**src/rtl/mem_lsu_pkg.sv**
```systemverilog
// Shared constants for the memory-stage load/store unit.
// Holds the bus width, the MEM/WB stall codes, the access size codes and the FSM states.
package mem_lsu_pkg;

    localparam int REG_BUS = 64;

    localparam logic [1:0] STALL_NEXT = 2'b00;
    localparam logic [1:0] STALL_KEEP = 2'b01;
    localparam logic [1:0] STALL_ZERO = 2'b10;

    localparam logic [1:0] MEM_SIZE_B = 2'b00;
    localparam logic [1:0] MEM_SIZE_H = 2'b01;
    localparam logic [1:0] MEM_SIZE_W = 2'b10;
    localparam logic [1:0] MEM_SIZE_D = 2'b11;

    typedef enum logic [1:0] {
        ST_IDLE = 2'b00,
        ST_REQ  = 2'b01,
        ST_RESP = 2'b10,
        ST_DONE = 2'b11
    } lsu_state_t;

endpackage

```
**src/rtl/lsu_align.sv**
```systemverilog
// Combinational access decode: lane mask, misalignment, store-data lane shift, dword-aligned address.
// Zero latency; the mask is zero whenever there is no access or the access is misaligned.
module lsu_align
    import mem_lsu_pkg::*;
#(
    parameter int XLEN = REG_BUS
) (
    input  logic [XLEN-1:0] addr,
    input  logic [XLEN-1:0] store_data,
    input  logic [1:0]      size,
    input  logic            access,
    output logic [7:0]      byte_enable,
    output logic            misalign,
    output logic [XLEN-1:0] wdata,
    output logic [XLEN-1:0] aligned_addr
);

    logic [7:0] be_raw;
    logic       misalign_raw;

    always_comb begin
        be_raw       = 8'h00;
        misalign_raw = 1'b0;
        case (size)
            MEM_SIZE_B: be_raw = 8'h01 << addr[2:0];
            MEM_SIZE_H: begin
                be_raw       = 8'h03 << addr[2:0];
                misalign_raw = addr[0];
            end
            MEM_SIZE_W: begin
                be_raw       = 8'h0F << addr[2:0];
                misalign_raw = (addr[1:0] != 2'b00);
            end
            default: begin
                be_raw       = 8'hFF;
                misalign_raw = (addr[2:0] != 3'b000);
            end
        endcase
    end

    assign misalign     = access & misalign_raw;
    assign byte_enable  = (access && !misalign_raw) ? be_raw : 8'h00;
    assign wdata        = store_data << {addr[2:0], 3'b000};
    assign aligned_addr = {addr[XLEN-1:3], 3'b000};

endmodule

```
**src/rtl/mem_lsu.sv**
```systemverilog
// Memory-stage load/store unit: one valid/ready bus request per aligned access, stall while outstanding.
// Data returns to MEM/WB as the raw 64-bit word; valid is held until ready, rvalid is ignored outside REQ/RESP.
module mem_lsu
    import mem_lsu_pkg::*;
#(
    parameter int XLEN = REG_BUS
) (
    input  logic            clk,
    input  logic            rst,
    input  logic [XLEN-1:0] ex_addr,
    input  logic [XLEN-1:0] ex_store_data,
    input  logic            ex_mem_read,
    input  logic            ex_mem_write,
    input  logic [1:0]      ex_mem_size,
    input  logic [1:0]      wb_stall,
    output logic [XLEN-1:0] me_mem_data,
    output logic [7:0]      me_mem_byte_enable,
    output logic            me_misalign,
    output logic            mem_stall_req,
    output logic            dbus_valid,
    input  logic            dbus_ready,
    output logic [XLEN-1:0] dbus_addr,
    output logic            dbus_we,
    output logic [7:0]      dbus_wstrb,
    output logic [XLEN-1:0] dbus_wdata,
    input  logic            dbus_rvalid,
    input  logic [XLEN-1:0] dbus_rdata
);

    lsu_state_t      state;
    logic            access;
    logic            go;
    logic            is_load;
    logic [XLEN-1:0] shifted_wdata;
    logic [XLEN-1:0] aligned_addr;

    assign access = ex_mem_read | ex_mem_write;

    lsu_align #(.XLEN(XLEN)) u_align (
        .addr         (ex_addr),
        .store_data   (ex_store_data),
        .size         (ex_mem_size),
        .access       (access),
        .byte_enable  (me_mem_byte_enable),
        .misalign     (me_misalign),
        .wdata        (shifted_wdata),
        .aligned_addr (aligned_addr)
    );

    // Misaligned accesses never reach the bus and never stall.
    assign go = access && !me_misalign;

    // The detect cycle stalls combinationally so the pipeline holds EX/MEM before the request registers.
    assign mem_stall_req = !rst && ((state == ST_IDLE && go) || state == ST_REQ || state == ST_RESP);

    always_ff @(posedge clk) begin
        if (rst) begin
            state       <= ST_IDLE;
            dbus_valid  <= 1'b0;
            dbus_addr   <= '0;
            dbus_we     <= 1'b0;
            dbus_wstrb  <= 8'h00;
            dbus_wdata  <= '0;
            is_load     <= 1'b0;
            me_mem_data <= '0;
        end else begin
            case (state)
                ST_IDLE: begin
                    if (go) begin
                        state      <= ST_REQ;
                        dbus_valid <= 1'b1;
                        dbus_addr  <= aligned_addr;
                        dbus_we    <= ex_mem_write;
                        dbus_wstrb <= ex_mem_write ? me_mem_byte_enable : 8'h00;
                        dbus_wdata <= shifted_wdata;
                        is_load    <= ex_mem_read;
                    end
                end
                ST_REQ: begin
                    if (dbus_ready) begin
                        dbus_valid <= 1'b0;
                        if (dbus_rvalid) begin
                            me_mem_data <= is_load ? dbus_rdata : '0;
                            state       <= ST_DONE;
                        end else begin
                            state <= ST_RESP;
                        end
                    end
                end
                ST_RESP: begin
                    if (dbus_rvalid) begin
                        me_mem_data <= is_load ? dbus_rdata : '0;
                        state       <= ST_DONE;
                    end
                end
                default: begin
                    // Leaving DONE clears the word so IDLE always presents zero.
                    if (wb_stall != STALL_KEEP) begin
                        state       <= ST_IDLE;
                        me_mem_data <= '0;
                    end
                end
            endcase
        end
    end

endmodule
```
**config.mk**
```make
export PLATFORM = sky130hd
export DESIGN_NAME = mem_lsu
export DESIGN_NICKNAME = d
export VERILOG_FILES = /design/src/rtl/mem_lsu_pkg.sv /design/src/rtl/lsu_align.sv /design/src/rtl/mem_lsu.sv
export SDC_FILE = /design/constraint.sdc
export NUM_CORES = 1
export LEC_CHECK = 0
export ABC_AREA = 1
export CAP_MARGIN = 20
export CORE_UTILIZATION = 40
export CTS_CLUSTER_DIAMETER = 60
export DETAILED_ROUTE_END_ITERATION = 12
export PLACE_DENSITY = 0.86
export SLEW_MARGIN = 30
export SYNTH_ARGS = -nofsm -noshare
export SYNTH_HDL_FRONTEND = slang
export SYNTH_HIERARCHICAL = 1
export SYNTH_SLANG_ARGS = --single-unit
export TNS_END_PERCENT = 1
```
**constraint.sdc**
```tcl
create_clock -name clk -period 3.71 [get_ports clk]
set_input_delay 0.371 -clock clk [delete_from_list [all_inputs] [get_ports clk]]
set_output_delay 0.371 -clock clk [all_outputs]
set_load 0.005 [all_outputs]
```
==> impl_metrics.py <==
metrics = {
    "global_routing": {
        "first_global_vias": 10600,
        "grt_max_degree": 95,
        "grt_overflow": 0,
        "antenna_found_initial": 1,
        "grt_pass1_wl_um": 55100,
        "grt_util_all_layers_pct": 26.1,
    },
    "run_status": {
        "outcome": "finished, final reports clean",
    },
    "sta": {
        "fin_crit_sh_pct": 79.4,
        "layout_min_cycle_time_ps": 2950,
        "fin_tns_setup_ps": 0,
        "setup-violations-final": 0,
        "rsz0062_at_grt": "no",
        "fmax_mhz": 339,
        "worst_slew_pin_slew_ps": 978,
        "hold_viol_final": 0,
        "clock_skew_ps": 11.1,
        "drv_slew": 0,
        "relSlewSlack_pct": 34.8,
    },
    "synthesis": {
        "ys_ff_latch": 205,
        "yosys.area_share.adder_pct": 1.08,
        "yosysUniqueCellTypes": 27,
        "synth_top_cell_by_area": "dfxtp_1",
        "synth_compound_area_share_pct": 13.9,
        "yosysWarningCount": 6,
        "syn_area_per_cell_um2": 6.52,
        "synth_area_leaders": "dfxtp_1 39%, nand2_1 18%, nor2_1 8.3%",
        "synth_top_family_by_area": "simple AND/OR/NAND/NOR gates",
        "syn_area_um2": 10400,
        "synth_simple_gate_area_share_pct": 31.3,
        "yosysSeqAreaShare_pct": 39.3,
        "syn_inst": 1602,
        "yosys.area_share.xor_xnor_pct": 0,
        "synth.area.mux_share_pct": 0,
        "synth_top_area_share_pct": 39.3,
    },
    "die": {
        "fp-row-count": 58,
        "die_area_um2": 26800,
        "die_h_um": 164,
        "dieWidth_um": 164,
        "pin_count": 414,
        "initial_core_util_pct": 41.1,
        "coreArea_um2": 25400,
    },
    "clock_network": {
        "htreeDepth": 1,
        "path_clk_slew_ps": 60,
        "clkLatencyLatePin_ps": 530,
        "cts_hold_buf": 0,
        "cts_num_sinks": 205,
        "cts_root_buffer": "clkbuf_16",
        "cts_buffer_depth": 3,
        "post_cts_buffers": 0,
        "post_cts_resize_count": 0,
        "cts_inserted_buffers": 25,
        "cts_tree": "built",
    },
    "routing": {
        "wirelength_um": 36700,
        "drt-vias-per-instance": 5.07,
        "first_iter_violations": 1155,
        "postRouteAntennaNets": 0,
        "vias": 11400,
        "drc": 0,
        "dr.pass1.iters": 6,
        "wl_per_cell_um": 16.4,
    },
    "worst_setup_path": {
        "critPathLaunchType": "input port",
        "end_kind": "output port",
        "path_cells": "clkdlybuf4s50_1 -> inv_1 -> ha_1 -> o21ai_0 -> nand3_1 -> a21oi_1 -> clkdlybuf4s50_1",
        "cp_common_cell": "clkdlybuf4s50_1",
        "cp_num_cells": 7,
        "rrSetupSlack_ps": 1450,
        "ff2ff_path_depth": 8,
        "cp.arrival_ps": 2580,
        "cpPeakStageDelay_ps": 580,
        "crit_required_ps": 3340,
        "critPathKind": "in -> out",
        "path_buf_inv": 3,
        "reg2reg_from": "state[1]$_SDFFE_PP0P_",
        "worstPathMaxFanout": 4,
        "r2r-end": "dbus_wdata[58]$_SDFFE_PP0P_",
        "slowest_stage": "clkdlybuf4s50_1",
        "crit_family": "buffers and inverters",
    },
    "layout": {
        "nets": 2104,
        "multiInputGateArea_um2": 4860,
        "layout_commonest_cell": "nand2_1",
        "finalNonFillerCells": 2242,
        "drive_above_1_share_pct": 4.34,
        "nFillCells": 2281,
        "synthToLayoutAreaGrowth_pct": 43.2,
        "final-seq-area_um2": 4100,
        "layout_common_cells": "499 x nand2_1, 409 x clkdlybuf4s50_1, 230 x nor2_1",
    },
    "worst_hold_path": {
        "min_from": "rst",
        "worstHoldPathCells": 2,
        "hp-class": "in -> reg",
        "holdPathEnd": "dbus_addr[44]$_SDFFE_PP0P_",
    },
    "placement": {
        "io_buffers": 413,
        "routabilityCongestion": 0.934,
        "placed_cells": 2196,
        "hpwl_um": 26100,
    },
    "power_and_ir_drop": {
        "power_w": 0.00946,
        "p_leak_nw": 6.24,
        "ir_drop_mv": 0.566,
        "p_per_area_nw_per_um2": 633,
    },
    "job": {
        "drv_cap": 0,
    },
}
[routing by layer]
metal	up-vias	track usage [%]	wire length, um
met5	-	0	0
met4	0	14.1	1990
met3	116	6.60	3660
met2	627	43.2	16900
met1	5082	30.8	14200
li1	5549	-	-
[flip-flops by register name (all words and copies together), names as in the netlist]
signal       count
dbus_addr       64
dbus_wdata      64
me_mem_data     64
dbus_wstrb       8
state            2
dbus_valid       1
dbus_we          1
is_load          1
[worst max-delay path by stage]
stage | start | end | slack, ps
floorplan | ex_addr[1] | mem_stall_req | 1590
global placement | ex_mem_size[0] | dbus_wdata[57]$_SDFFE_PP0P_ | 540
detailed placement | ex_mem_size[0] | dbus_wdata[58]$_SDFFE_PP0P_ | 460
CTS | ex_mem_size[0] | me_mem_byte_enable[2] | 750
global route | ex_mem_size[0] | mem_stall_req | 640
finish | ex_mem_size[0] | me_mem_byte_enable[6] | 760
[layout make-up]
class | count | share of cell area, %
Multi-Input combinational cell | 1112 | 32.5
Timing Repair Buffer | 433 | 28.7
Sequential cell | 205 | 27.4
Clock buffer | 34 | 4.74
Inverter | 116 | 2.93
Tap cell | 330 | 2.76
Clock inverter | 11 | 0.895
Antenna cell | 1 | 0.0167
[per-stage QoR]
| stage | hold slack [ps] | setup slack (ps) | area, um^2 | utilization, % |
|---|---|---|---|---|
| global route | 339 | 641 | 15000 | 58.9 |
| CTS | 323 | 749 | 14900 | 58.9 |
| finish | 315 | 762 | 15000 | 58.9 |
| floorplan | 461 | 1590 | 10400 | - |
| detailed placement | 454 | 461 | 14100 | 55.5 |
| global placement | 452 | 544 | 14100 | 55.5 |
[cell usage after synthesis]
| cell type | n |
|---|---|
| nand2_1 | 500 |
| nand3_4 | 1 |
| o21ai_1 | 8 |
| a21oi_1 | 156 |
| inv_2 | 7 |
| o211ai_1 | 32 |
| buf_4 | 68 |
| nand2_2 | 2 |
| inv_1 | 109 |
| nor2_2 | 2 |
| nor3_4 | 1 |
| buf_2 | 51 |
| dfxtp_1 | 205 |
| o21ai_0 | 74 |
| a21boi_0 | 1 |
| nor3_1 | 1 |
| buf_6 | 13 |
| clkbuf_1 | 37 |
| nor2_1 | 230 |
| nand3_1 | 87 |
| a21oi_2 | 1 |
| buf_1 | 2 |
| ha_1 | 9 |
| a31oi_1 | 1 |
| nor2_4 | 2 |
| nand3_2 | 1 |
| conb_1 | 1 |
[report_power, final]
| part | leakage [nW] | internal (W) | total [W] | switching, W |
|---|---|---|---|---|
| Sequential | 1.68 | 0.00275 | 0.00304 | 0.000297 |
| Clock | 0.400 | 0.00149 | 0.00249 | 0.00100 |
| Combinational | 4.16 | 0.00177 | 0.00393 | 0.00216 |
[worst reg2reg max path, cell delays in order, from the launching register on]
cell	delay (ps)
dfxtp_1	320
inv_1	130
ha_1	300
nand3_4	110
buf_4	290
inv_4	430
buf_4	330
nand2_1	90
a21oi_1	170
[logic make-up (layout without fill, tap and decap cells)]
| kind of cell | Yosys count | count (layout) |
|---|---|---|
| compound gates | 273 | 273 |
| fa+ha+maj | 9 | 9 |
| buf+inv | 287 | 594 |
| flops | 205 | 205 |
| other cells | 1 | 4 |
| simple gates | 827 | 827 |
Power figures use the tool's default switching activity.
